==> config.mk <==
export PLATFORM = sky130hd
export DESIGN_NAME = motor_cmd_scheduler_flat
export DESIGN_NICKNAME = d
export VERILOG_FILES = /design/src/rtl/motor_sched_pkg.sv /design/src/rtl/motor_cmd_scheduler_if.sv /design/src/rtl/tick_prescaler.sv /design/src/rtl/motor_cmd_scheduler.sv /design/src/flat_wrapper.sv
export SDC_FILE = /design/constraint.sdc
export NUM_CORES = 1
export LEC_CHECK = 0
export ABC_AREA = 0
export BUFFER_PORTS_ARGS = -buffer_cell sky130_fd_sc_hd__buf_2
export CORE_MARGIN = 3
export CORE_UTILIZATION = 55
export DETAILED_ROUTE_END_ITERATION = 16
export GPL_TIMING_DRIVEN = 1
export PLACE_DENSITY_LB_ADDON = 0.3
export SETUP_SLACK_MARGIN = 0.3
export SYNTH_ARGS = -nofsm -noshare
export SYNTH_HDL_FRONTEND = slang
export SYNTH_SLANG_ARGS = --single-unit
==> constraint.sdc <==
create_clock -name clk -period 3.7 [get_ports clk]
set_input_delay 0.37 -clock clk [delete_from_list [all_inputs] [get_ports clk]]
set_output_delay 0.37 -clock clk [all_outputs]
set_load 0.02 [all_outputs]
==> src/rtl/motor_sched_pkg.sv <==
// Shared definitions for the motor command scheduler.
// Contents: per-slot state encoding and the default parameter values used by
// the top level, its interface and the bench.
package motor_sched_pkg;

    typedef enum logic [1:0] {
        StOff  = 2'd0,
        StRun  = 2'd1,
        StHold = 2'd2,
        StLock = 2'd3
    } slot_state_e;

    localparam int unsigned NumMotorsDef  = 5;
    localparam int unsigned DutyWidthDef  = 10;
    localparam int unsigned SlewStepDef   = 4;
    localparam int unsigned TickDivDef    = 1024;
    localparam int unsigned HoldTicksDef  = 256;
    localparam int unsigned MaxRetriesDef = 3;
    localparam int unsigned CmdAddrWidth  = 3;

endpackage

==> src/rtl/motor_cmd_scheduler_if.sv <==
// Command / driver bus of the motor command scheduler.
// master: command source and fault reporter (drives cmd_*, drv_fault).
// slave : the scheduler (drives drv_en, drv_duty, lockout).
interface motor_cmd_scheduler_if
    import motor_sched_pkg::*;
#(
    parameter int unsigned NUM_MOTORS = NumMotorsDef,
    parameter int unsigned DUTY_WIDTH = DutyWidthDef
);
    logic                             cmd_wr;
    logic [CmdAddrWidth-1:0]          cmd_addr;
    logic                             cmd_en;
    logic [DUTY_WIDTH-1:0]            cmd_duty;
    logic [NUM_MOTORS-1:0]            drv_fault;
    logic [NUM_MOTORS-1:0]            drv_en;
    logic [NUM_MOTORS*DUTY_WIDTH-1:0] drv_duty;
    logic [NUM_MOTORS-1:0]            lockout;

    modport master (
        output cmd_wr, cmd_addr, cmd_en, cmd_duty, drv_fault,
        input  drv_en, drv_duty, lockout
    );

    modport slave (
        input  cmd_wr, cmd_addr, cmd_en, cmd_duty, drv_fault,
        output drv_en, drv_duty, lockout
    );

endinterface

==> src/rtl/tick_prescaler.sv <==
// Free-running prescaler producing a one-cycle tick every DIV clocks.
// Ports: clk, rst_n (async active-low), tick_o (high for one cycle when the
// counter wraps; first tick is sampled DIV rising edges after reset release).
module tick_prescaler #(
    parameter int unsigned DIV = 1024
) (
    input  logic clk,
    input  logic rst_n,
    output logic tick_o
);

    localparam int unsigned CntW = (DIV > 1) ? $clog2(DIV) : 1;
    localparam logic [CntW-1:0] Last = CntW'(DIV - 1);

    logic [CntW-1:0] cnt_q, cnt_d;

    assign tick_o = (cnt_q == Last);

    always_comb begin
        cnt_d = tick_o ? '0 : cnt_q + CntW'(1);
    end

    always_ff @(posedge clk or negedge rst_n) begin
        if (!rst_n) begin
            cnt_q <= '0;
        end else begin
            cnt_q <= cnt_d;
        end
    end

endmodule

==> src/rtl/motor_cmd_scheduler.sv <==
// Motor command scheduler: holds a target (enable, duty) per motor slot and,
// once per tick, sweeps the slots through one shared slew/FSM engine.
// Faults and disabling writes act on any cycle; everything else waits for the
// slot's turn in the sweep.
// Ports: clk, rst_n (async active-low), bus (slave modport: command write,
// per-driver fault in; per-driver enable, duty and lockout out, registered).
module motor_cmd_scheduler
    import motor_sched_pkg::*;
#(
    parameter int unsigned NUM_MOTORS  = NumMotorsDef,
    parameter int unsigned DUTY_WIDTH  = DutyWidthDef,
    parameter int unsigned SLEW_STEP   = SlewStepDef,
    parameter int unsigned TICK_DIV    = TickDivDef,
    parameter int unsigned HOLD_TICKS  = HoldTicksDef,
    parameter int unsigned MAX_RETRIES = MaxRetriesDef
) (
    input logic                 clk,
    input logic                 rst_n,
    motor_cmd_scheduler_if.slave bus
);

    localparam int unsigned IdxW   = (NUM_MOTORS > 1) ? $clog2(NUM_MOTORS) : 1;
    localparam int unsigned RetryW = $clog2(MAX_RETRIES + 1);
    localparam int unsigned HoldW  = $clog2(HOLD_TICKS + 1);

    localparam logic [DUTY_WIDTH-1:0] Step     = DUTY_WIDTH'(SLEW_STEP);
    localparam logic [IdxW-1:0]       LastIdx  = IdxW'(NUM_MOTORS - 1);
    localparam logic [RetryW-1:0]     RetryMax = RetryW'(MAX_RETRIES);
    localparam logic [HoldW-1:0]      HoldInit = HoldW'(HOLD_TICKS);

    typedef logic [DUTY_WIDTH-1:0] duty_t;

    // Moves cur toward tgt by at most Step, landing exactly on tgt.
    function automatic duty_t slew(input duty_t cur, input duty_t tgt);
        if (tgt > cur) begin
            return ((tgt - cur) > Step) ? cur + Step : tgt;
        end else begin
            return ((cur - tgt) > Step) ? cur - Step : tgt;
        end
    endfunction

    slot_state_e       state_q    [NUM_MOTORS];
    slot_state_e       state_d    [NUM_MOTORS];
    logic              tgt_en_q   [NUM_MOTORS];
    logic              tgt_en_d   [NUM_MOTORS];
    duty_t             tgt_duty_q [NUM_MOTORS];
    duty_t             tgt_duty_d [NUM_MOTORS];
    duty_t             duty_q     [NUM_MOTORS];
    duty_t             duty_d     [NUM_MOTORS];
    logic [RetryW-1:0] retry_q    [NUM_MOTORS];
    logic [RetryW-1:0] retry_d    [NUM_MOTORS];
    logic [HoldW-1:0]  hold_q     [NUM_MOTORS];
    logic [HoldW-1:0]  hold_d     [NUM_MOTORS];

    logic            sweep_busy_q, sweep_busy_d;
    logic [IdxW-1:0] sweep_idx_q, sweep_idx_d;
    logic            tick;

    logic [NUM_MOTORS-1:0]            drv_en_q, drv_en_d;
    logic [NUM_MOTORS*DUTY_WIDTH-1:0] drv_duty_q, drv_duty_d;
    logic [NUM_MOTORS-1:0]            lockout_q, lockout_d;

    tick_prescaler #(
        .DIV (TICK_DIV)
    ) u_tick_prescaler (
        .clk    (clk),
        .rst_n  (rst_n),
        .tick_o (tick)
    );

    // Sweep sequencer: one slot per cycle starting the cycle after the tick.
    always_comb begin
        sweep_busy_d = sweep_busy_q;
        sweep_idx_d  = sweep_idx_q;
        if (tick) begin
            sweep_busy_d = 1'b1;
            sweep_idx_d  = '0;
        end else if (sweep_busy_q) begin
            if (sweep_idx_q == LastIdx) begin
                sweep_busy_d = 1'b0;
                sweep_idx_d  = '0;
            end else begin
                sweep_idx_d = sweep_idx_q + IdxW'(1);
            end
        end
    end

    // Next-state: sweep engine first, then disabling write, then fault, so a
    // fault always wins; the target latch is independent of all three.
    always_comb begin
        logic  svc;
        logic  wr;
        duty_t nduty;
        svc   = 1'b0;
        wr    = 1'b0;
        nduty = '0;
        for (int unsigned i = 0; i < NUM_MOTORS; i++) begin
            state_d[i]    = state_q[i];
            tgt_en_d[i]   = tgt_en_q[i];
            tgt_duty_d[i] = tgt_duty_q[i];
            duty_d[i]     = duty_q[i];
            retry_d[i]    = retry_q[i];
            hold_d[i]     = hold_q[i];

            svc = sweep_busy_q && (sweep_idx_q == IdxW'(i));
            // Out-of-range addresses never match a slot, so they are dropped.
            wr  = bus.cmd_wr && (32'(bus.cmd_addr) == i);

            if (svc) begin
                case (state_q[i])
                    StOff: begin
                        if (tgt_en_q[i] && (tgt_duty_q[i] != '0)) begin
                            nduty      = slew('0, tgt_duty_q[i]);
                            state_d[i] = StRun;
                            duty_d[i]  = nduty;
                            if (nduty == tgt_duty_q[i]) retry_d[i] = '0;
                        end
                    end
                    StRun: begin
                        if ((duty_q[i] == '0) && (tgt_duty_q[i] == '0)) begin
                            state_d[i] = StOff;
                        end else begin
                            nduty     = slew(duty_q[i], tgt_duty_q[i]);
                            duty_d[i] = nduty;
                            if ((nduty == tgt_duty_q[i]) && (tgt_duty_q[i] != '0)) begin
                                retry_d[i] = '0;
                            end
                        end
                    end
                    StHold: begin
                        if (hold_q[i] <= HoldW'(1)) begin
                            hold_d[i]  = '0;
                            state_d[i] = (retry_q[i] == RetryMax) ? StLock : StOff;
                        end else begin
                            hold_d[i] = hold_q[i] - HoldW'(1);
                        end
                    end
                    default: ;
                endcase
            end

            if (wr && !bus.cmd_en) begin
                if ((state_q[i] == StRun) || (state_q[i] == StHold)) begin
                    state_d[i] = StOff;
                    duty_d[i]  = '0;
                    hold_d[i]  = '0;
                end else if (state_q[i] == StLock) begin
                    state_d[i] = StOff;
                    retry_d[i] = '0;
                end
            end

            if (bus.drv_fault[i] && (state_q[i] == StRun)) begin
                state_d[i] = StHold;
                duty_d[i]  = '0;
                retry_d[i] = retry_q[i] + RetryW'(1);
                hold_d[i]  = HoldInit;
            end

            if (wr) begin
                tgt_en_d[i]   = bus.cmd_en;
                tgt_duty_d[i] = bus.cmd_duty;
            end
        end
    end

    always_ff @(posedge clk or negedge rst_n) begin
        if (!rst_n) begin
            for (int unsigned i = 0; i < NUM_MOTORS; i++) begin
                state_q[i]    <= StOff;
                tgt_en_q[i]   <= 1'b0;
                tgt_duty_q[i] <= '0;
                duty_q[i]     <= '0;
                retry_q[i]    <= '0;
                hold_q[i]     <= '0;
            end
            sweep_busy_q <= 1'b0;
            sweep_idx_q  <= '0;
        end else begin
            for (int unsigned i = 0; i < NUM_MOTORS; i++) begin
                state_q[i]    <= state_d[i];
                tgt_en_q[i]   <= tgt_en_d[i];
                tgt_duty_q[i] <= tgt_duty_d[i];
                duty_q[i]     <= duty_d[i];
                retry_q[i]    <= retry_d[i];
                hold_q[i]     <= hold_d[i];
            end
            sweep_busy_q <= sweep_busy_d;
            sweep_idx_q  <= sweep_idx_d;
        end
    end

    // Outputs decode the registered state and are registered once more.
    always_comb begin
        drv_en_d   = '0;
        drv_duty_d = '0;
        lockout_d  = '0;
        for (int unsigned i = 0; i < NUM_MOTORS; i++) begin
            drv_en_d[i]  = (state_q[i] == StRun);
            lockout_d[i] = (state_q[i] == StLock);
            drv_duty_d[i*DUTY_WIDTH +: DUTY_WIDTH] = (state_q[i] == StRun) ? duty_q[i] : '0;
        end
    end

    always_ff @(posedge clk or negedge rst_n) begin
        if (!rst_n) begin
            drv_en_q   <= '0;
            drv_duty_q <= '0;
            lockout_q  <= '0;
        end else begin
            drv_en_q   <= drv_en_d;
            drv_duty_q <= drv_duty_d;
            lockout_q  <= lockout_d;
        end
    end

    assign bus.drv_en   = drv_en_q;
    assign bus.drv_duty = drv_duty_q;
    assign bus.lockout  = lockout_q;

endmodule

==> src/flat_wrapper.sv <==
// flat-port wrapper written by rule: the top's interface ports become plain ports
module motor_cmd_scheduler_flat import motor_sched_pkg::*;
#(
    parameter int unsigned NUM_MOTORS  = NumMotorsDef,
    parameter int unsigned DUTY_WIDTH  = DutyWidthDef,
    parameter int unsigned SLEW_STEP   = SlewStepDef,
    parameter int unsigned TICK_DIV    = TickDivDef,
    parameter int unsigned HOLD_TICKS  = HoldTicksDef,
    parameter int unsigned MAX_RETRIES = MaxRetriesDef
)
  (clk, rst_n, bus_cmd_wr, bus_cmd_addr, bus_cmd_en, bus_cmd_duty, bus_drv_fault, bus_drv_en, bus_drv_duty, bus_lockout);
  motor_cmd_scheduler_if #(.NUM_MOTORS(NUM_MOTORS), .DUTY_WIDTH(DUTY_WIDTH)) bus_i ();
  input logic clk;
  input logic rst_n;
  input wire logic [$bits(bus_i.cmd_wr)-1:0] bus_cmd_wr;
  input wire logic [$bits(bus_i.cmd_addr)-1:0] bus_cmd_addr;
  input wire logic [$bits(bus_i.cmd_en)-1:0] bus_cmd_en;
  input wire logic [$bits(bus_i.cmd_duty)-1:0] bus_cmd_duty;
  input wire logic [$bits(bus_i.drv_fault)-1:0] bus_drv_fault;
  output wire logic [$bits(bus_i.drv_en)-1:0] bus_drv_en;
  output wire logic [$bits(bus_i.drv_duty)-1:0] bus_drv_duty;
  output wire logic [$bits(bus_i.lockout)-1:0] bus_lockout;
  assign bus_i.cmd_wr = bus_cmd_wr;
  assign bus_i.cmd_addr = bus_cmd_addr;
  assign bus_i.cmd_en = bus_cmd_en;
  assign bus_i.cmd_duty = bus_cmd_duty;
  assign bus_i.drv_fault = bus_drv_fault;
  assign bus_drv_en = bus_i.drv_en;
  assign bus_drv_duty = bus_i.drv_duty;
  assign bus_lockout = bus_i.lockout;
  motor_cmd_scheduler #(.NUM_MOTORS(NUM_MOTORS), .DUTY_WIDTH(DUTY_WIDTH), .SLEW_STEP(SLEW_STEP), .TICK_DIV(TICK_DIV), .HOLD_TICKS(HOLD_TICKS), .MAX_RETRIES(MAX_RETRIES)) u_core (.clk(clk), .rst_n(rst_n), .bus(bus_i));
endmodule
# Word-level counts from Yosys, hierarchy flattened
# Cells that the tools add are included.
# W data, S select, Z words.
[op_classes] addsub=37 order_cmp=35 n_eq_ne=39 mux=237 n_reduce_logical=64
[op_table] cell="$mux W10" n=96
[op_table] cell="$mux W9" n=30
[op_table] cell="$gt A10 B3 Y1 const B" n=20
[op_table] cell="$mux W2" n=90
[op_table] cell="$eq A10 B10 Y1" n=10
[op_table] cell="$logic_not A10 Y1" n=10
[op_table] cell="$pmux W10 S2" n=5
[op_table] cell="$sub A10 B10 Y10" n=10
[op_table] cell="$add A10 B3 Y10 const B" n=5
[op_table] cell="$gt A10 B1 Y1 const B" n=5
[op_table] cell="$gt A10 B10 Y1" n=5
[op_table] cell="$reduce_bool A10 Y1" n=5
[op_table] cell="$sub A1 B10 Y10 const A" n=5
[op_table] cell="$sub A10 B3 Y10 const B" n=5
[op_table] cell="$le A9 B1 Y1 const B" n=5
[op_table] cell="$sub A9 B1 Y9 const B" n=5
[op_table] cell="$logic_and A1 B1 Y1" n=35
[op_table] cell="$eq A2 B2 Y1 const B" n=15
[op_table] cell="$pmux W2 S3" n=5
[op_table] cell="$pmux W2 S2" n=5
[op_table] cell="$eq A3 B2 Y1 const B" n=4
[op_table] cell="$add A10 B1 Y10 const B" n=1
[op_table] cell="$add A2 B1 Y2 const B" n=5
[op_table] cell="$eq A10 B10 Y1 const B" n=1
[op_table] cell="other kinds (11)" n=30
[word_totals] reg_bits=244 inputBits=22 output_inout_bits=60

# Longest topological paths before layout
# Gate-level depths: netlist (run 1).
[depth] ltp_word=17 ltp_mapped=16 depth_no_buf=14

# By module
# A second synthesis (run 1) with hierarchy kept.
[hier_totals] cells_unflattened=2257 hier_area_um2=18861.8
[by_module_without_submodules] module="motor_cmd_scheduler" instances=1 cells_each=2215 area_per_inst_um2=18388.9
[by_module_without_submodules] module="tick_prescaler" instances=1 cells_each=42 area_per_inst_um2=473.0

# Worst setup path after synthesis (run 1)
# Ideal clock, no wire load.
[synth_path] path_kind="flip-flop to flip-flop" start="register u_core.duty_q[22] (netlist bit)" end="register u_core.retry_q[5] (netlist bit)" setup_ps=136 t_arrival_ps=3648 required_ps=3564 setup_slack_ps=-83 path_stages_with_launch=16 synth_period_minus_slack_ps=3783 path_cell_list="dfrtp_1 clkbuf_1 inv_1 ha_1 or2_1 o311ai_1 a211oi_1 a2111oi_0 xnor2_1 a21oi_2 buf_6 a221o_1 and3_1 a2111o_1 nor4_2 o211ai_1"
[synth_rtl] item="start: declaration" line_no="motor_cmd_scheduler.sv:48" rtl="duty_t duty_q [NUM_MOTORS];"
[synth_rtl] item="start signal: indexed assignment" line_no="motor_cmd_scheduler.sv:184" rtl="duty_q[i] <= duty_d[i];"
[synth_rtl] item="end signal: indexed assignment" line_no="motor_cmd_scheduler.sv:185" rtl="retry_q[i] <= retry_d[i];"
[synth_rtl] item="end: declaration" line_no="motor_cmd_scheduler.sv:50" rtl="logic [RetryW-1:0] retry_q [NUM_MOTORS];"

==> impl_metrics.xml, run 1 <==
<?xml version="1.0" encoding="UTF-8"?>
<metrics>
  <group name="drt">
    <metric name="drt-pass1-iter-count" unit="">6</metric>
    <metric name="drt_iter0_drc" unit="">1874</metric>
    <metric name="drt_drc_violations_left" unit="">0</metric>
    <metric name="vias_per_cell" unit="">6.17</metric>
    <metric name="drtAntennaViolNets" unit="">0</metric>
    <metric name="routed_wirelength" unit="um">56900</metric>
    <metric name="drt-wirelength-per-cell" unit="um">19.1</metric>
    <metric name="num_vias" unit="">18400</metric>
  </group>
  <group name="global_routing">
    <metric name="overflow" unit="">0</metric>
    <metric name="grtUsageTotal" unit="">0.297</metric>
    <metric name="antenna_violations_before_repair" unit="">1</metric>
    <metric name="first_global_vias" unit="">17000</metric>
    <metric name="grt_max_degree" unit="">109</metric>
    <metric name="grt_pass1_wl" unit="um">88700</metric>
  </group>
  <group name="worst_setup_path">
    <metric name="worst_setup_ep_type" unit="">flip-flop</metric>
    <metric name="cell_count_along_the_critical_path" unit="">14</metric>
    <metric name="cp_data_arrival_time" unit="ps">3910</metric>
    <metric name="worst_r2r_path_depth" unit="">14</metric>
    <metric name="path_cells" unit="">ha_4, fa_2, nand2b_4, buf_4, a41oi_2, nand4_1, a2111oi_4, a21oi_4, buf_6, a221oi_2, a31oi_1, a2111o_1, nor4_4, o211ai_1</metric>
    <metric name="worstPathMaxFanout" unit="">6</metric>
    <metric name="cp_slowest_cell" unit="">sky130_fd_sc_hd__a2111o_1</metric>
    <metric name="worstPathBufferInverterCount" unit="">2</metric>
    <metric name="worst_ep_required_time" unit="ps">4130</metric>
    <metric name="crit_type" unit="">reg -&gt; reg</metric>
    <metric name="largest_stage_delay_on_the_critical_path" unit="ps">460</metric>
    <metric name="category_of_the_worst_setup_path_launch_point" unit="">flip-flop</metric>
    <metric name="worst_path_dominant_cell_family" unit="">compound AO/OA/AOI/OAI gates</metric>
  </group>
  <group name="sta">
    <metric name="grt_setup_unrepaired" unit="">yes</metric>
    <metric name="period_share" unit="">0.938</metric>
    <metric name="maxClockFrequency" unit="MHz">288</metric>
    <metric name="hold_slack" unit="ps">110</metric>
    <metric name="setup_violating_endpoint_count_in_the_final_report" unit="">0</metric>
    <metric name="timing.clock.skew" unit="ps">13.0</metric>
    <metric name="worst_slew_pin_slew" unit="ps">879</metric>
    <metric name="final_period_minus_worst_setup_slack" unit="ps">3470</metric>
    <metric name="hold_violations" unit="">0</metric>
    <metric name="slew_headroom" unit="">0.414</metric>
    <metric name="slew_violations" unit="">0</metric>
    <metric name="finalSetupTns" unit="ps">0</metric>
  </group>
  <group name="cts">
    <metric name="cts_buffers" unit="">29</metric>
    <metric name="cts_num_sinks" unit="">244</metric>
    <metric name="cts-htree-levels" unit="">1</metric>
    <metric name="cts.clk_slew.worst_paths" unit="ps">60</metric>
    <metric name="clock_tree_from_tritoncts" unit="">done</metric>
    <metric name="clock-root-buffer" unit="">sky130_fd_sc_hd__clkbuf_16</metric>
    <metric name="clk-insertion-delay-late" unit="ps">560</metric>
    <metric name="cts-root-to-sink-buffers" unit="">3</metric>
  </group>
  <group name="run">
    <metric name="maxCapViolCount" unit="">0</metric>
  </group>
  <group name="synthesis">
    <metric name="post_synth_main_area_contributors" unit="">sky130_fd_sc_hd__dfrtp_1, sky130_fd_sc_hd__ha_1, sky130_fd_sc_hd__xnor2_1</metric>
    <metric name="post-synth-top-area-fraction" unit="">0.325</metric>
    <metric name="yosysTopAreaCell" unit="">sky130_fd_sc_hd__dfrtp_1</metric>
    <metric name="postSynthRegisterBits" unit="">244</metric>
    <metric name="ys.warnings.count" unit="">0</metric>
    <metric name="synth-async-reset-ratio" unit="">1.00</metric>
    <metric name="synth.yosys.seq_area_share" unit="">0.325</metric>
    <metric name="syn_inst" unit="">2288</metric>
    <metric name="synth_cell_type_count" unit="">88</metric>
    <metric name="synth_edf_count" unit="">0</metric>
    <metric name="syn-num-nets" unit="">2466</metric>
    <metric name="syn-cell-area" unit="um2">18800</metric>
    <metric name="post_synth.cell_area_avg" unit="um2">8.20</metric>
    <metric name="synth_flop_cell" unit="">sky130_fd_sc_hd__dfrtp_1</metric>
  </group>
  <group name="placed_design">
    <metric name="place_hpwl" unit="um">40400</metric>
    <metric name="gpl.final_weighted_congestion" unit="">0.980</metric>
    <metric name="buffer_ports.inserted" unit="">81</metric>
    <metric name="dpl.cell_count" unit="">2864</metric>
  </group>
  <group name="finish">
    <metric name="final_net_count" unit="">2689</metric>
    <metric name="fillerInstances" unit="">2636</metric>
    <metric name="antenna-diode-count" unit="">0</metric>
    <metric name="instances_no_fill" unit="">2976</metric>
    <metric name="final_design_utilization" unit="">0.681</metric>
    <metric name="area_growth" unit="%">22.0</metric>
    <metric name="fraction_of_final_layout_cells_sized_beyond_drive_strength_1" unit="">0.211</metric>
  </group>
  <group name="floorplan">
    <metric name="initial_utilization" unit="">0.558</metric>
    <metric name="row_count" unit="">67</metric>
    <metric name="die_h" unit="um">191</metric>
    <metric name="fp.dieArea" unit="um2">36400</metric>
    <metric name="top_level_ports" unit="">82</metric>
    <metric name="dieWidth" unit="um">191</metric>
    <metric name="core_area" unit="um2">33600</metric>
  </group>
  <group name="hold_path">
    <metric name="hold_critical_path_depth" unit="">3</metric>
    <metric name="worstHoldPathType" unit="">in -&gt; reg</metric>
  </group>
  <group name="outcome">
    <metric name="outcome" unit="">completed</metric>
  </group>
  <group name="pwr">
    <metric name="cellLeakagePower" unit="nW">10.2</metric>
    <metric name="p_per_area" unit="nW/um2">537</metric>
    <metric name="peakVddDrop" unit="mV">0.361</metric>
  </group>
</metrics>
[worst min-delay path, cell delays in order]
cell                      delay, ps
sky130_fd_sc_hd__buf_2          100
sky130_fd_sc_hd__nand2_1         80
sky130_fd_sc_hd__o21ai_0         80
[final cells by class]
class | count | area [um2] | area share
inverters | 157 | 593 | 0.0259
flip-flops and latches | 244 | 6120 | 0.267
repair buffers | 278 | 1980 | 0.0863
well taps | 448 | 561 | 0.0245
clock buffers | 39 | 833 | 0.0364
clock inverters | 9 | 104 | 0.00454
multi-input cells | 1801 | 12700 | 0.555
[kinds of logic (layout without fill, tap and decap cells)]
kind of cell	after synthesis	count (layout)	synth area share
and+or+nand+nor	880	880	0.224
AOI/OAI and AO/OA	575	576	0.202
DFF	244	244	0.325
buffers and inverters	244	483	0.0502
adders and majority gates	157	157	0.107
xor gates and xnor gates	155	155	0.0723
muxes	33	33	0.0196
[layer usage]
| metal | global-route usage | part of all wire | vias up |
|---|---|---|---|
| li1 | - | - | 8577 |
| met1 | 0.418 | 0.44 | 8838 |
| met2 | 0.474 | 0.46 | 808 |
| met3 | 0.0397 | 0.067 | 144 |
| met4 | 0.0991 | 0.032 | 2 |
| met5 | 0 | 0.00023 | - |
[what timing repair did]
action,CTS,global route
setup buffers,26,35
hold buffers,1,0
endpoints found under the setup margin,37,50
endpoints found under the hold margin,104,0
gates cloned,0,2
resized for setup,59,156
pin swaps,18,64
[sequential cells by signal, summed over array words and instances (netlist names)]
name	count
u_core.bus.drv_duty	50
u_core.duty_q	50
u_core.tgt_duty_q	50
u_core.hold_q	45
u_core.retry_q	10
u_core.state_q	10
u_core.u_tick_prescaler.cnt_q	10
u_core.bus.drv_en	5
u_core.bus.lockout	5
u_core.tgt_en_q	5
u_core.sweep_idx_q	3
u_core.sweep_busy_q	1
[synth_stat cells (22+ instances only)]
master / count
sky130_fd_sc_hd__a21oi_1: 122
sky130_fd_sc_hd__a31oi_1: 31
sky130_fd_sc_hd__and2_1: 55
sky130_fd_sc_hd__and3_1: 29
sky130_fd_sc_hd__clkbuf_1: 75
sky130_fd_sc_hd__dfrtp_1: 244
sky130_fd_sc_hd__ha_1: 151
sky130_fd_sc_hd__inv_1: 155
sky130_fd_sc_hd__nand2_1: 224
sky130_fd_sc_hd__nand2b_1: 22
sky130_fd_sc_hd__nand3_1: 84
sky130_fd_sc_hd__nand4_1: 35
sky130_fd_sc_hd__nor2_1: 255
sky130_fd_sc_hd__nor2b_1: 26
sky130_fd_sc_hd__nor3_1: 63
sky130_fd_sc_hd__nor4_1: 28
sky130_fd_sc_hd__o211ai_1: 25
sky130_fd_sc_hd__o21a_1: 25
sky130_fd_sc_hd__o21ai_0: 126
sky130_fd_sc_hd__o21ai_1: 29
sky130_fd_sc_hd__o31ai_1: 24
sky130_fd_sc_hd__xnor2_1: 110
sky130_fd_sc_hd__xor2_1: 45
[final timing paths]
| path | from | to | slack [ps] |
|---|---|---|---|
| min in group asynchronous | rst_n | u_core.bus.drv_duty[39]$_DFF_PN0_ | 420 |
| hold reg to reg | u_core.u_tick_prescaler.cnt_q[8]$_DFF_PN0_ | u_core.u_tick_prescaler.cnt_q[8]$_DFF_PN0_ | 470 |
| setup reg to reg | u_core.duty_q[20]$_DFF_PN0_ | u_core.retry_q[5]$_DFF_PN0_ | 230 |
| max in group asynchronous | rst_n | u_core.duty_q[10]$_DFF_PN0_ | 2290 |
| hold / removal | bus_drv_fault[4] | u_core.hold_q[8]$_DFF_PN0_ | 110 |
| setup / recovery | u_core.duty_q[20]$_DFF_PN0_ | u_core.retry_q[5]$_DFF_PN0_ | 230 |
[through the flow]
stage	instance area [um2]	power (mW)	setup slack, ps
global route	22900	13.0	16.9
floorplan	18800	6.76	301
finish	22900	12.3	229
global placement	20500	8.11	96.5
CTS	21900	11.4	187
detailed placement	20500	8.21	-47.8
[cell usage in the layout, fill, tap and decap left out, drive strengths merged, types with 39 or more instances in the layout]
cell	netlist	layout
o21ai	155	155
nand2	224	224
dfrtp	244	244
and2	56	56
xnor2	110	110
ha	151	151
nand3	84	84
a21oi	123	124
clkbuf	75	39
buf	12	277
inv	156	157
nor2	255	255
nor3	63	63
xor2	45	45
[where the power goes]
group          switching, mW  internal (mW)
clock                   1.15           1.70
sequential             0.320           2.95
combinational           3.53           2.63
Note: power is estimated with default switching activity, not from simulation.
==> run 2, diff against run 1 <==
--- a/config.mk
+++ b/config.mk
@@ -7,7 +7,6 @@
 export LEC_CHECK = 0
 export ABC_AREA = 0
 export BUFFER_PORTS_ARGS = -buffer_cell sky130_fd_sc_hd__buf_2
-export CORE_MARGIN = 3
 export CORE_UTILIZATION = 55
 export DETAILED_ROUTE_END_ITERATION = 16
 export GPL_TIMING_DRIVEN = 1
==> constraint.sdc (replaced) <==
create_clock -name clk -period 2.9 [get_ports clk]
set_input_delay 0.29 -clock clk [delete_from_list [all_inputs] [get_ports clk]]
set_output_delay 0.29 -clock clk [all_outputs]
set_load 0.02 [all_outputs]
==> impl_metrics.xml, run 2 (synthesis gave the netlist of run 1 again) <==
<?xml version="1.0" encoding="UTF-8"?>
<metrics>
  <group name="sta">
    <metric name="finalSetupTns" unit="ps">-18500</metric>
    <metric name="fin_ws" unit="ps">-658</metric>
    <metric name="final_period_minus_worst_setup_slack" unit="ps">3560</metric>
    <metric name="grt_setup_unrepaired" unit="">yes</metric>
    <metric name="worst_slew_pin_slew" unit="ps">828</metric>
    <metric name="maxClockFrequency" unit="MHz">281</metric>
    <metric name="hold_slack" unit="ps">37.0</metric>
    <metric name="slew_violations" unit="">0</metric>
    <metric name="period_share" unit="">1.23</metric>
    <metric name="slew_headroom" unit="">0.446</metric>
    <metric name="hold_violations" unit="">0</metric>
    <metric name="setup_violating_endpoint_count_in_the_final_report" unit="">60</metric>
    <metric name="timing.clock.skew" unit="ps">26.7</metric>
  </group>
  <group name="finish">
    <metric name="final_net_count" unit="">2982</metric>
    <metric name="combined_area_of_the_multi_input_logic_cells" unit="um2">13400</metric>
    <metric name="layout.cells.most_common_list" unit="">sky130_fd_sc_hd__buf_4, sky130_fd_sc_hd__nor2_1, sky130_fd_sc_hd__dfrtp_1</metric>
    <metric name="area.sequential" unit="um2">6120</metric>
    <metric name="instances_no_fill" unit="">3276</metric>
    <metric name="area_growth" unit="%">39.2</metric>
    <metric name="stdcell_area" unit="um2">26100</metric>
    <metric name="final_design_utilization" unit="">0.779</metric>
    <metric name="final_common_cell" unit="">sky130_fd_sc_hd__buf_4</metric>
    <metric name="fillerInstances" unit="">2214</metric>
    <metric name="fraction_of_final_layout_cells_sized_beyond_drive_strength_1" unit="">0.331</metric>
  </group>
  <group name="drt">
    <metric name="routed_wirelength" unit="um">64000</metric>
    <metric name="drt-pass1-iter-count" unit="">8</metric>
    <metric name="drtAntennaViolNets" unit="">0</metric>
    <metric name="drt_iter0_drc" unit="">1707</metric>
    <metric name="drt-wirelength-per-cell" unit="um">19.5</metric>
    <metric name="vias_per_cell" unit="">6.11</metric>
    <metric name="drt_drc_violations_left" unit="">0</metric>
    <metric name="num_vias" unit="">20000</metric>
  </group>
  <group name="placed_design">
    <metric name="dpl.cell_count" unit="">3146</metric>
    <metric name="gpl.final_weighted_congestion" unit="">0.954</metric>
    <metric name="placedInstanceArea" unit="um2">23200</metric>
    <metric name="buffer_ports.inserted" unit="">81</metric>
    <metric name="place_hpwl" unit="um">44300</metric>
    <metric name="dp_worst_setup_slack" unit="ps">-688</metric>
  </group>
  <group name="worst_setup_path">
    <metric name="crit_type" unit="">reg -&gt; reg</metric>
    <metric name="worst_ep_required_time" unit="ps">3340</metric>
    <metric name="category_of_the_worst_setup_path_launch_point" unit="">flip-flop</metric>
    <metric name="worstReg2RegEnd" unit="">u_core.retry_q[5]$_DFF_PN0_</metric>
    <metric name="cell_count_along_the_critical_path" unit="">13</metric>
    <metric name="worst_r2r_path_depth" unit="">13</metric>
    <metric name="cp_slowest_cell" unit="">sky130_fd_sc_hd__a2111oi_4</metric>
    <metric name="worstPathBufferInverterCount" unit="">1</metric>
    <metric name="worst_path_dominant_cell_family" unit="">compound AO/OA/AOI/OAI gates</metric>
    <metric name="largest_stage_delay_on_the_critical_path" unit="ps">450</metric>
    <metric name="path_cells" unit="">inv_2, ha_4, fa_2, nand2b_4, a311oi_2, nand4_1, a2111oi_4, a21oi_4, a221o_1, and3_4, a2111o_1, nor4_4, o211ai_1</metric>
    <metric name="worstPathMaxFanout" unit="">7</metric>
    <metric name="critPathLaunch" unit="">u_core.tgt_duty_q[20]$_DFFE_PN0P_</metric>
    <metric name="cp_data_arrival_time" unit="ps">4000</metric>
    <metric name="r2r_start" unit="">u_core.tgt_duty_q[20]$_DFFE_PN0P_</metric>
    <metric name="worst_setup_ep_type" unit="">flip-flop</metric>
    <metric name="worst-r2r-setup-slack" unit="ps">-660</metric>
    <metric name="crit_end" unit="">u_core.retry_q[5]$_DFF_PN0_</metric>
  </group>
  <group name="global_routing">
    <metric name="first_global_vias" unit="">19600</metric>
    <metric name="grt.met2_usage" unit="">0.578</metric>
    <metric name="grtUsageTotal" unit="">0.349</metric>
    <metric name="grt_pass1_wl" unit="um">99500</metric>
    <metric name="antenna_violations_before_repair" unit="">2</metric>
    <metric name="met3_usage" unit="">0.0506</metric>
    <metric name="grt_max_degree" unit="">85</metric>
    <metric name="groute.layer.met1.usage" unit="">0.462</metric>
    <metric name="overflow" unit="">0</metric>
    <metric name="top_usage_layer" unit="">met2</metric>
  </group>
  <group name="cts">
    <metric name="cts-root-to-sink-buffers" unit="">3</metric>
    <metric name="clk-insertion-delay-late" unit="ps">590</metric>
    <metric name="clock-root-buffer" unit="">sky130_fd_sc_hd__clkbuf_16</metric>
    <metric name="cts_num_sinks" unit="">244</metric>
    <metric name="clock_tree_from_tritoncts" unit="">done</metric>
    <metric name="cts-htree-levels" unit="">1</metric>
    <metric name="cts_buffers" unit="">29</metric>
    <metric name="cts.clk_slew.worst_paths" unit="ps">60</metric>
  </group>
  <group name="floorplan">
    <metric name="fp.dieArea" unit="um2">34900</metric>
    <metric name="dieWidth" unit="um">187</metric>
    <metric name="core_area" unit="um2">33500</metric>
    <metric name="die_h" unit="um">187</metric>
    <metric name="row_count" unit="">67</metric>
    <metric name="top_level_ports" unit="">82</metric>
    <metric name="initial_utilization" unit="">0.560</metric>
  </group>
  <group name="outcome">
    <metric name="outcome" unit="">complete, but fails checks</metric>
    <metric name="failed_checks" unit="">negative setup slack</metric>
  </group>
  <group name="pwr">
    <metric name="peakVddDrop" unit="mV">0.520</metric>
    <metric name="p_per_area" unit="nW/um2">694</metric>
    <metric name="totalPowerFinal" unit="mW">18.1</metric>
    <metric name="cellLeakagePower" unit="nW">11.9</metric>
  </group>
  <group name="hold_path">
    <metric name="worstHoldPathType" unit="">in -&gt; reg</metric>
  </group>
  <group name="run">
    <metric name="maxCapViolCount" unit="">0</metric>
  </group>
</metrics>
## run 2: cell types whose count changed in the layout (fill, tap and decap cells not counted), moves of 15 or more
| cell | change |
|---|---|
| sky130_fd_sc_hd__buf_6 | +36 |
| sky130_fd_sc_hd__a21oi_1 | -15 |
| sky130_fd_sc_hd__o21ai_0 | -23 |
| sky130_fd_sc_hd__buf_4 | +254 |
| sky130_fd_sc_hd__a21oi_2 | +15 |
## run 2: what timing repair did
item / CTS / global route
setup buffers: 39 / 33
resized for setup: 155 / 121
gates cloned: 1 / 0
hold buffers: 2 / 0
setup endpoints to repair: 61 / 67
endpoints found under the hold margin: 58 / 0
pin swaps: 83 / 90
## run 2: how the worst min path moves through the flow
| stage | cells past startpoint | endpoint | startpoint |
|---|---|---|---|
| after floorplan | 0 | u_core.bus.drv_duty[0]$_DFF_PN0_ | rst_n |
| after global placement | 1 | u_core.bus.drv_duty[14]$_DFF_PN0_ | rst_n |
| after detailed placement | 1 | u_core.bus.drv_duty[14]$_DFF_PN0_ | rst_n |
| after CTS | 3 | u_core.retry_q[3]$_DFF_PN0_ | bus_drv_fault[3] |
| after global routing | 3 | u_core.retry_q[3]$_DFF_PN0_ | bus_drv_fault[3] |
| final | 3 | u_core.hold_q[8]$_DFF_PN0_ | bus_drv_fault[4] |
## run 2: per-layer routing
metal  share of wire  wire, um  up-vias
li1                -         -     9188
met1            0.41     26400     9664
met2            0.47     30100      969
met3           0.077      4950      193
met4           0.040      2580        2
met5         0.00014         9        -
## run 2: final cells by class
class | count | share of cell area
diodes | 1 | 0.0000957
clock inverters | 18 | 0.0118
flip-flops and latches | 244 | 0.234
inverters | 157 | 0.0237
multi-input cells | 1801 | 0.513
well taps | 448 | 0.0214
repair buffers | 571 | 0.166
clock buffers | 36 | 0.0303
## run 2: report_power, final
| part | total, mW | switching [mW] | internal [mW] |
|---|---|---|---|
| registers | 4.12 | 0.358 | 3.77 |
| logic | 9.79 | 5.29 | 4.50 |
| clock network | 4.23 | 1.58 | 2.65 |
| total | 18.1 | 7.23 | 10.9 |
## run 2: worst register-to-register path: cells and delay by family, from the launching register on
| kind | cells | cell delay, ps |
|---|---|---|
| buf+inv | 1 | 60 |
| compound gates | 6 | 1730 |
| fa+ha+maj | 2 | 510 |
| flops | 1 | 360 |
| simple gates | 4 | 770 |
==> run 3, diff against run 2 <==
==> constraint.sdc (replaced) <==
create_clock -name clk -period 2.9 [get_ports clk]
set_input_delay 0.145 -clock clk [delete_from_list [all_inputs] [get_ports clk]]
set_output_delay 0.145 -clock clk [all_outputs]
set_load 0.02 [all_outputs]
==> impl_metrics.xml, run 3 (synthesis gave the netlist of run 1 again) <==
<?xml version="1.0" encoding="UTF-8"?>
<metrics>
  <group name="finish">
    <metric name="final_net_count" unit="">2995</metric>
    <metric name="area.sequential" unit="um2">6120</metric>
    <metric name="area_growth" unit="%">39.7</metric>
    <metric name="instances_no_fill" unit="">3289</metric>
    <metric name="final_common_cell" unit="">sky130_fd_sc_hd__buf_4</metric>
    <metric name="fraction_of_final_layout_cells_sized_beyond_drive_strength_1" unit="">0.327</metric>
    <metric name="fillerInstances" unit="">2159</metric>
    <metric name="combined_area_of_the_multi_input_logic_cells" unit="um2">13400</metric>
    <metric name="layout.cells.most_common_list" unit="">sky130_fd_sc_hd__buf_4, sky130_fd_sc_hd__nor2_1, sky130_fd_sc_hd__dfrtp_1</metric>
  </group>
  <group name="drt">
    <metric name="drt_drc_violations_left" unit="">0</metric>
    <metric name="num_vias" unit="">20200</metric>
    <metric name="drt-pass1-iter-count" unit="">7</metric>
    <metric name="routed_wirelength" unit="um">64300</metric>
    <metric name="vias_per_cell" unit="">6.14</metric>
    <metric name="drtAntennaViolNets" unit="">0</metric>
    <metric name="drt-wirelength-per-cell" unit="um">19.6</metric>
    <metric name="drt_iter0_drc" unit="">1847</metric>
  </group>
  <group name="sta">
    <metric name="setup_violating_endpoint_count_in_the_final_report" unit="">60</metric>
    <metric name="worst_slew_pin_slew" unit="ps">852</metric>
    <metric name="slew_violations" unit="">0</metric>
    <metric name="finalSetupTns" unit="ps">-20640</metric>
    <metric name="hold_violations" unit="">0</metric>
    <metric name="slew_headroom" unit="">0.430</metric>
    <metric name="maxClockFrequency" unit="MHz">289</metric>
    <metric name="grt_setup_unrepaired" unit="">yes</metric>
    <metric name="final_period_minus_worst_setup_slack" unit="ps">3460</metric>
    <metric name="fin_ws" unit="ps">-560</metric>
    <metric name="timing.clock.skew" unit="ps">30.8</metric>
    <metric name="period_share" unit="">1.19</metric>
  </group>
  <group name="placed_design">
    <metric name="gpl.final_weighted_congestion" unit="">0.956</metric>
    <metric name="place_hpwl" unit="um">44300</metric>
    <metric name="buffer_ports.inserted" unit="">81</metric>
    <metric name="dpl.cell_count" unit="">3146</metric>
    <metric name="dp_worst_setup_slack" unit="ps">-665</metric>
  </group>
  <group name="cts">
    <metric name="clock-root-buffer" unit="">sky130_fd_sc_hd__clkbuf_16</metric>
    <metric name="cts-root-to-sink-buffers" unit="">3</metric>
    <metric name="cts.clk_slew.worst_paths" unit="ps">60</metric>
    <metric name="cts_num_sinks" unit="">244</metric>
    <metric name="cts-htree-levels" unit="">1</metric>
    <metric name="cts_buffers" unit="">29</metric>
    <metric name="clk-insertion-delay-late" unit="ps">590</metric>
    <metric name="clock_tree_from_tritoncts" unit="">done</metric>
  </group>
  <group name="pwr">
    <metric name="p_per_area" unit="nW/um2">697</metric>
    <metric name="cellLeakagePower" unit="nW">12.0</metric>
    <metric name="totalPowerFinal" unit="mW">18.3</metric>
    <metric name="peakVddDrop" unit="mV">0.719</metric>
  </group>
  <group name="worst_setup_path">
    <metric name="worstPathBufferInverterCount" unit="">0</metric>
    <metric name="cp_data_arrival_time" unit="ps">3900</metric>
    <metric name="worst_r2r_path_depth" unit="">12</metric>
    <metric name="worst-r2r-setup-slack" unit="ps">-560</metric>
    <metric name="category_of_the_worst_setup_path_launch_point" unit="">flip-flop</metric>
    <metric name="path_cells" unit="">ha_4, fa_2, nand2b_4, a311oi_2, nand4_1, a2111oi_4, a21oi_4, a221o_1, and3_1, a2111o_1, nor4_4, o211ai_1</metric>
    <metric name="crit_type" unit="">reg -&gt; reg</metric>
    <metric name="worstPathMaxFanout" unit="">5</metric>
    <metric name="cp_slowest_cell" unit="">sky130_fd_sc_hd__dfrtp_2</metric>
    <metric name="r2r_start" unit="">u_core.duty_q[20]$_DFF_PN0_</metric>
    <metric name="worst_path_dominant_cell_family" unit="">compound AO/OA/AOI/OAI gates</metric>
    <metric name="worstReg2RegEnd" unit="">u_core.retry_q[5]$_DFF_PN0_</metric>
    <metric name="worst_ep_required_time" unit="ps">3340</metric>
    <metric name="largest_stage_delay_on_the_critical_path" unit="ps">430</metric>
    <metric name="worst_setup_ep_type" unit="">flip-flop</metric>
  </group>
  <group name="floorplan">
    <metric name="die_h" unit="um">187</metric>
    <metric name="row_count" unit="">67</metric>
    <metric name="core_area" unit="um2">33500</metric>
    <metric name="initial_utilization" unit="">0.560</metric>
    <metric name="top_level_ports" unit="">82</metric>
    <metric name="fp.dieArea" unit="um2">34900</metric>
    <metric name="dieWidth" unit="um">187</metric>
  </group>
  <group name="outcome">
    <metric name="outcome" unit="">complete, but fails checks</metric>
    <metric name="failed_checks" unit="">negative setup slack</metric>
  </group>
  <group name="hold_path">
    <metric name="worstHoldPathType" unit="">in -&gt; reg</metric>
    <metric name="hold_critical_path_depth" unit="">4</metric>
    <metric name="worstHoldEndpoint" unit="">u_core.state_q[7]$_DFF_PN0_</metric>
    <metric name="timing.hold.worst.start" unit="">bus_cmd_addr[1]</metric>
  </group>
  <group name="global_routing">
    <metric name="grt_pass1_wl" unit="um">98700</metric>
    <metric name="first_global_vias" unit="">19400</metric>
    <metric name="grtUsageTotal" unit="">0.346</metric>
    <metric name="overflow" unit="">0</metric>
    <metric name="antenna_violations_before_repair" unit="">2</metric>
    <metric name="grt_max_degree" unit="">80</metric>
  </group>
  <group name="run">
    <metric name="maxCapViolCount" unit="">0</metric>
  </group>
</metrics>
run 3: cell types whose count changed in the layout (fill, tap and decap cells not counted), sizes merged, moves of 2 or more:
cell,change
bufinv,-3
a21oi,+3
clkinvlp,-4
clkinv,+3
clkbuf,+2
buf,-4
dlygate4sd3,+14
run 3: worst max path at each step:
stage | startpoint | end | slack [ps] | cells after the start
3_3_place_gp | u_core.duty_q[20]$_DFF_PN0_ | u_core.retry_q[5]$_DFF_PN0_ | -560 | 12
4_1_cts | u_core.duty_q[20]$_DFF_PN0_ | u_core.retry_q[5]$_DFF_PN0_ | -500 | 12
6_report | u_core.duty_q[20]$_DFF_PN0_ | u_core.retry_q[5]$_DFF_PN0_ | -560 | 12
3_5_place_dp | u_core.duty_q[20]$_DFF_PN0_ | u_core.retry_q[5]$_DFF_PN0_ | -660 | 12
5_1_grt | u_core.duty_q[20]$_DFF_PN0_ | u_core.retry_q[5]$_DFF_PN0_ | -720 | 12
2_1_floorplan | u_core.tgt_duty_q[20]$_DFFE_PN0P_ | u_core.retry_q[5]$_DFF_PN0_ | -390 | 14
run 3: worst min-delay path, delay by kind of cell:
kind	cells	cell delay [ps]
AO/OA/AOI/OAI	2	220
buffers and inverters	1	120
AND/OR/NAND/NOR	1	90
run 3: power by group:
part | switching, mW | total, mW | internal (mW)
Combinational | 5.43 | 10.1 | 4.71
Clock | 1.58 | 4.01 | 2.43
Sequential | 0.364 | 4.13 | 3.76
run 3: final cells by class:
| class | instances | share of cell area |
|---|---|---|
| timing repair buffer | 581 | 0.171 |
| clock inverter | 15 | 0.00835 |
| sequential | 244 | 0.233 |
| tap | 448 | 0.0214 |
| inverter | 157 | 0.0234 |
| multi-input combinational | 1804 | 0.511 |
| clock buffer | 38 | 0.0313 |
| antenna | 2 | 0.000191 |
run 3: layer usage:
metal | global-route usage | share of wire | up-vias
li1 | - | - | 9214
met5 | 0 | 0 | -
met1 | 0.459 | 0.41 | 9684
met2 | 0.573 | 0.47 | 1066
met4 | 0.139 | 0.042 | 0
met3 | 0.0465 | 0.081 | 224
run 3: repair_timing:
action / CTS / global route
pin swaps: 79 / 87
buffers inserted: 34 / 34
endpoints found under the setup margin: 61 / 66
gates cloned: 3 / 1
resized for setup: 161 / 111
endpoints found under the hold margin: 125 / 0
hold buffers: 16 / 0
run 3: stage by stage:
step           cell area, um2  hold slack, ps   util
6_report                26200            36.1  0.782
5_1_grt                 26200            72.2  0.782
4_1_cts                 25400            22.6  0.757
3_5_place_dp            23200             192  0.692
3_3_place_gp            23200             188  0.692
2_1_floorplan           19700            -151      -
